**src/rtl/mips_mem_pkg.sv**
```systemverilog
// Shared definitions for data-memory initiators: copy FSM states and
// word/byte addressing constants.
package mips_mem_pkg;

  typedef enum logic [2:0] {IDLE, CHK, RD, WR, FIN} dma_state_e;

  localparam int unsigned MEM_WORDS_DEF = 128;
  localparam int unsigned WORD_BYTES    = 4;
  localparam int unsigned ADDR_SHIFT    = 2;

  function automatic logic [31:0] word_index(input logic [31:0] byte_addr);
    return byte_addr >> ADDR_SHIFT;
  endfunction

endpackage

```
**src/rtl/mem_copy_range_chk.sv**
```systemverilog
// Alignment and bounds check for a word-run request against a memory of
// MEM_WORDS words; purely combinational so any initiator can reuse it.
module mem_copy_range_chk
  import mips_mem_pkg::*;
#(
  parameter int unsigned MEM_WORDS = MEM_WORDS_DEF,
  parameter int unsigned LEN_W     = 8
) (
  input  logic [31:0]      src_addr_i,
  input  logic [31:0]      dst_addr_i,
  input  logic [LEN_W-1:0] len_i,
  output logic             err_o
);

  logic [33:0] src_end;
  logic [33:0] dst_end;
  logic        misaligned;

  // End indices are widened to 34 bits so a huge base plus length cannot wrap.
  always_comb begin
    src_end    = 34'(word_index(src_addr_i)) + 34'(len_i);
    dst_end    = 34'(word_index(dst_addr_i)) + 34'(len_i);
    misaligned = (src_addr_i[1:0] != 2'b00) || (dst_addr_i[1:0] != 2'b00);
    err_o      = misaligned || (src_end > 34'(MEM_WORDS)) || (dst_end > 34'(MEM_WORDS));
  end

endmodule

```
**src/rtl/mem_copy_dma.sv**
```systemverilog
// Word-by-word memory copy engine: one read cycle then one write cycle per
// word, ascending addresses, all outputs driven straight from registers.
module mem_copy_dma
  import mips_mem_pkg::*;
#(
  parameter int unsigned MEM_WORDS = MEM_WORDS_DEF,
  parameter int unsigned LEN_W     = 8
) (
  input  logic             CLK,
  input  logic             RESET_N,
  input  logic             START,
  input  logic [31:0]      SRC_ADDR,
  input  logic [31:0]      DST_ADDR,
  input  logic [LEN_W-1:0] LEN,
  output logic             BUSY,
  output logic             DONE,
  output logic             ERR,
  output logic [31:0]      Address,
  output logic [31:0]      Write_Data,
  output logic             MemWrite,
  output logic             MemRead,
  input  logic [31:0]      Read_data
);

  localparam logic [31:0] STEP = 32'(WORD_BYTES);

  dma_state_e       state_q;
  logic [31:0]      src_q, dst_q, addr_q, hold_q;
  logic [LEN_W-1:0] len_q, cnt_q;
  logic [LEN_W:0]   cnt_d;
  logic             busy_q, done_q, err_q, rd_q, wr_q;
  logic             chk_err;

  mem_copy_range_chk #(
    .MEM_WORDS (MEM_WORDS),
    .LEN_W     (LEN_W)
  ) u_range_chk (
    .src_addr_i (src_q),
    .dst_addr_i (dst_q),
    .len_i      (len_q),
    .err_o      (chk_err)
  );

  assign cnt_d = {1'b0, cnt_q} + (LEN_W + 1)'(1);

  // Output registers are loaded on the transition into the state that owns
  // them; hold_q is cleared leaving WR so Write_Data is zero elsewhere.
  always_ff @(posedge CLK or negedge RESET_N) begin
    if (!RESET_N) begin
      state_q <= IDLE;
      src_q   <= '0;
      dst_q   <= '0;
      addr_q  <= '0;
      hold_q  <= '0;
      len_q   <= '0;
      cnt_q   <= '0;
      busy_q  <= 1'b0;
      done_q  <= 1'b0;
      err_q   <= 1'b0;
      rd_q    <= 1'b0;
      wr_q    <= 1'b0;
    end else begin
      case (state_q)
        IDLE: begin
          if (START) begin
            src_q   <= SRC_ADDR;
            dst_q   <= DST_ADDR;
            len_q   <= LEN;
            cnt_q   <= '0;
            busy_q  <= 1'b1;
            state_q <= CHK;
          end
        end
        CHK: begin
          if (chk_err || (len_q == '0)) begin
            busy_q  <= 1'b0;
            done_q  <= 1'b1;
            err_q   <= chk_err;
            state_q <= FIN;
          end else begin
            rd_q    <= 1'b1;
            addr_q  <= src_q;
            state_q <= RD;
          end
        end
        RD: begin
          hold_q  <= Read_data;
          rd_q    <= 1'b0;
          wr_q    <= 1'b1;
          addr_q  <= dst_q;
          state_q <= WR;
        end
        WR: begin
          src_q  <= src_q + STEP;
          dst_q  <= dst_q + STEP;
          cnt_q  <= cnt_d[LEN_W-1:0];
          wr_q   <= 1'b0;
          hold_q <= '0;
          if (cnt_d < {1'b0, len_q}) begin
            rd_q    <= 1'b1;
            addr_q  <= src_q + STEP;
            state_q <= RD;
          end else begin
            addr_q  <= '0;
            busy_q  <= 1'b0;
            done_q  <= 1'b1;
            state_q <= FIN;
          end
        end
        FIN: begin
          done_q  <= 1'b0;
          err_q   <= 1'b0;
          state_q <= IDLE;
        end
        default: state_q <= IDLE;
      endcase
    end
  end

  assign BUSY       = busy_q;
  assign DONE       = done_q;
  assign ERR        = err_q;
  assign MemRead    = rd_q;
  assign MemWrite   = wr_q;
  assign Address    = addr_q;
  assign Write_Data = hold_q;

endmodule

```
**config.mk**
```make
export PLATFORM = sky130hd
export DESIGN_NAME = mem_copy_dma
export DESIGN_NICKNAME = d
export VERILOG_FILES = /design/src/rtl/mips_mem_pkg.sv /design/src/rtl/mem_copy_range_chk.sv /design/src/rtl/mem_copy_dma.sv
export SDC_FILE = /design/constraint.sdc
export NUM_CORES = 1
export LEC_CHECK = 0
export ABC_AREA = 0
export BUFFER_PORTS_ARGS = -buffer_cell sky130_fd_sc_hd__buf_2
export CORE_MARGIN = 1
export CORE_UTILIZATION = 55
export DETAILED_ROUTE_END_ITERATION = 8
export GPL_TIMING_DRIVEN = 0
export PLACE_DENSITY = 0.78
export REMOVE_ABC_BUFFERS = 1
export SLEW_MARGIN = 20
export SYNTH_ARGS = -nofsm -noshare
export SYNTH_HDL_FRONTEND = slang
export SYNTH_HIERARCHICAL = 1
export SYNTH_SLANG_ARGS = --single-unit
```
**constraint.sdc**
```tcl
create_clock -name CLK -period 10.7 [get_ports CLK]
set_input_delay 1.605 -clock CLK [delete_from_list [all_inputs] [get_ports CLK]]
set_output_delay 1.605 -clock CLK [all_outputs]
set_load 0.05 [all_outputs]
```
==> impl_metrics.csv <==
group,metric,value,unit
power_and_ir_drop,pwr-share-seq,39.3,%
logic_synthesis,ys_seq_area_share,36.6,%
floorplan,io-pin-count,176,
cells_and_area,drive_above_1_share,19.5,%
flow_run,maxCapViolations,0,
place,placed_cell_area,0.0114,mm^2
cells_and_area,regArea,0.00380,mm^2
clock_tree,cts_hold_buf,0,
place,place_inst,1593,
cells_and_area,multi_input_area,0.00615,mm^2
clock_tree,htreeDepth,4,
grt,antenna_found_initial,0,
route,drt_first_pass_iters,5,
logic_synthesis,netlist_instances,1259,
power_and_ir_drop,clkPwrFrac,28.6,%
clock_tree,cts_max_path_buffers,2,
grt,grt_pass1_wl,51600,um
clock_tree,root_buffer,"clkbuf_16",
logic_synthesis,synth_top_area_cell,"dfrtp_1",
clock_tree,post-cts-setup-buffers,0,
outcome,status,"finished clean",
clock_tree,clkTransAtPathRegs,70,ps
floorplan,die_h,139,um
logic_synthesis,synth_top_cell_area_share,36.6,%
route,drtIter0Drc,1045,
power_and_ir_drop,p_total,2120,uW
place,port_buffers,175,
logic_synthesis,synth_area,0.0104,mm^2
sta,finalSetupViolations,0,
cells_and_area,fillers,1559,
floorplan,die_area,0.0195,mm^2
sta,period_minus_slack,5220,ps
clock_tree,cts_buffers,17,
sta,finalCritPeriodShare,48.8,%
critical_path,worst_ep_required_time,11040,ps
sta,worst_slew_pin_slew,1150,ps
grt,grt_util_all_layers,33.3,%
logic_synthesis,yosys-top-cells-area,"dfrtp_1, nand2_1, o21ai_0",
sta,finalMaxSlewViolations,0,
logic_synthesis,ys.flop_type,"dfrtp_1",
route,antenna_left,0,
power_and_ir_drop,combPwrFrac,32.1,%
floorplan,coreArea,0.0183,mm^2
logic_synthesis,synth_seq_cells,152,
logic_synthesis,ys_types,97,
logic_synthesis,async_reset_ff_share,100,%
critical_path,path_class,"flop to flop",
floorplan,num_rows,49,
hold_path,hold_path_class,"flop to flop",
power_and_ir_drop,p_int,1250,uW
cells_and_area,final_cells,1625,
power_and_ir_drop,powerDensity,176,mW/mm^2
power_and_ir_drop,swShare,40.9,%
logic_synthesis,yosysWarnings,6,
route,wl,31700,um
floorplan,initial_core_util,56.9,%
grt,grt_max_degree,88,
sta,relSlewSlack,23.5,%
place,routabilityCongestion,0.945,
sta,max_freq,192,MHz
clock_tree,cts.sinks,152,
critical_path,endpoint_kind,"flop",
power_and_ir_drop,irDropWorstVdd,0.000119,V
floorplan,die_width,139,um
critical_path,cp-start-kind,"flop",
cells_and_area,area_growth,15.6,%
place,dp_hpwl,22400,um
route,wl_per_cell,19.5,um
critical_path,cp_max_fo,15,
sta,finalHoldViolCount,0,
route,via_count,10500,
cells_and_area,stdcell_area,0.0120,mm^2
route,viasPerCell,6.49,
power_and_ir_drop,switchingPower,867,uW
cells_and_area,num-nets-final,1518,
sta,fin_setup_tns,0,ps
logic_synthesis,synth_edf_count,0,
clock_tree,postCtsResizedCells,0,
cells_and_area,antenna_cells,0,
grt,first_global_vias,9915,
clock_tree,cts_tree,"done",
power_and_ir_drop,p_leak,0.00529,uW
route,route.detailed.drc,0,
sta,fin_skew,10.5,ps
sta,rsz0062_at_grt,"false",
critical_path,arrival,5550,ps
logic_synthesis,synth.avg_cell_area,8.26,um^2
grt,grt_remaining_overflow,0,
clock_tree,insertion_delay,430,ps
## worst paths after layout
path	startpoint	endpoint	slack, ps	cells after the start
max in group asynchronous	RESET_N	dst_q[17]$_DFFE_PN0P_	8790	2
min in group asynchronous	RESET_N	Write_Data[8]$_DFFE_PN0N_	1140	1
setup / recovery	dst_q[2]$_DFFE_PN0P_	Address[19]$_DFFE_PN0P_	5480	15
hold reg to reg	Write_Data[22]$_DFFE_PN0N_	Write_Data[22]$_DFFE_PN0N_	480	2
hold / removal	Write_Data[22]$_DFFE_PN0N_	Write_Data[22]$_DFFE_PN0N_	480	2
setup reg to reg	dst_q[2]$_DFFE_PN0P_	Address[19]$_DFFE_PN0P_	5480	15
## layer usage
layer	vias up	track usage [%]	wire [um]
met3	59	5.26	2810
met5	-	0	0
met2	599	53.5	14500
met1	4979	45.2	13600
met4	0	12.5	755
li1	4902	-	-
## kinds of logic after synthesis
kind of cell | synth area share [%]
simple gates | 24.8
fa+ha+maj | 3.51
compound gates | 25.3
flops | 36.6
buf+inv | 4.61
xor+xnor | 3.54
mux | 1.71
## power groups by stage
stage	Sequential, uW	Combinational [uW]	Clock [uW]
2_1_floorplan	784	490	0
3_3_place_gp	830	636	0
3_5_place_dp	835	660	0
4_1_cts	825	668	611
5_1_grt	848	751	633
6_report	832	680	605
## layout by cell type (no fill, tap or decap), types with 19 or more instances in the layout
master,netlist,layout
a21oi_1,76,76
and3_1,29,28
buf_2,23,174
dfrtp_1,152,152
ha_1,26,26
inv_1,37,36
nand2_1,194,194
nand3_1,70,70
nand4_1,28,28
nor2_1,118,116
nor4_1,19,19
o21ai_0,100,100
xnor2_1,25,25
## critical path: stages (launching register included)
cell	delay, ps
dfrtp_1	500
ha_1	250
inv_1	70
fa_1	390
nand2b_1	190
a31oi_1	260
o41ai_1	100
a2111oi_0	650
a221oi_1	230
a2111oi_4	270
nand4_1	120
nand4b_1	430
a2111oi_4	1070
o2bb2ai_1	220
nand3_1	100
o21ai_0	250
## sequential cells by signal (all words and copies together) (netlist names), 3 cells and up
name,cells
dst_q,32
Write_Data,32
cnt_q,8
state_q,3
Address,32
src_q,32
len_q,8
## layout make-up
cell class              count  share of cell area [%]
clock buffers              18                    3.65
clock inverters            14                    1.14
inverters                  37                    1.16
multi-input cells         991                    51.2
flip-flops and latches    152                    31.6
well taps                 229                    2.38
repair buffers            184                    8.87
## per-stage QoR
stage | setup WS, ps | hold slack [ps] | utilization (%)
2_1_floorplan | 6700 | 462 | -
3_3_place_gp | 5040 | 454 | 61.4
3_5_place_dp | 5830 | 465 | 62.6
4_1_cts | 5650 | 480 | 65.8
5_1_grt | 5280 | 493 | 65.8
6_report | 5480 | 476 | 65.8
## cells in the mapped netlist, drive strengths merged, types with 7 or more instances
| library cell | number |
|---|---|
| a21oi | 77 |
| nand2 | 195 |
| nand2b | 7 |
| o21a | 13 |
| ha | 26 |
| nand3 | 74 |
| a31oi | 16 |
| buf | 33 |
| o221a | 9 |
| xor2 | 17 |
| o31ai | 9 |
| o22a | 8 |
| a211oi | 13 |
| nor3 | 18 |
| o21ai | 103 |
| nor4 | 23 |
| mux2i | 11 |
| a22oi | 8 |
| dfrtp | 152 |
| o311ai | 7 |
| nor2b | 7 |
| o22ai | 8 |
| a311oi | 12 |
| and3 | 29 |
| clkbuf | 46 |
| o211ai | 13 |
| a221oi | 8 |
| nor2 | 118 |
| xnor2 | 25 |
| inv | 37 |
| nand4 | 30 |
(Power assumes the default switching activity.)
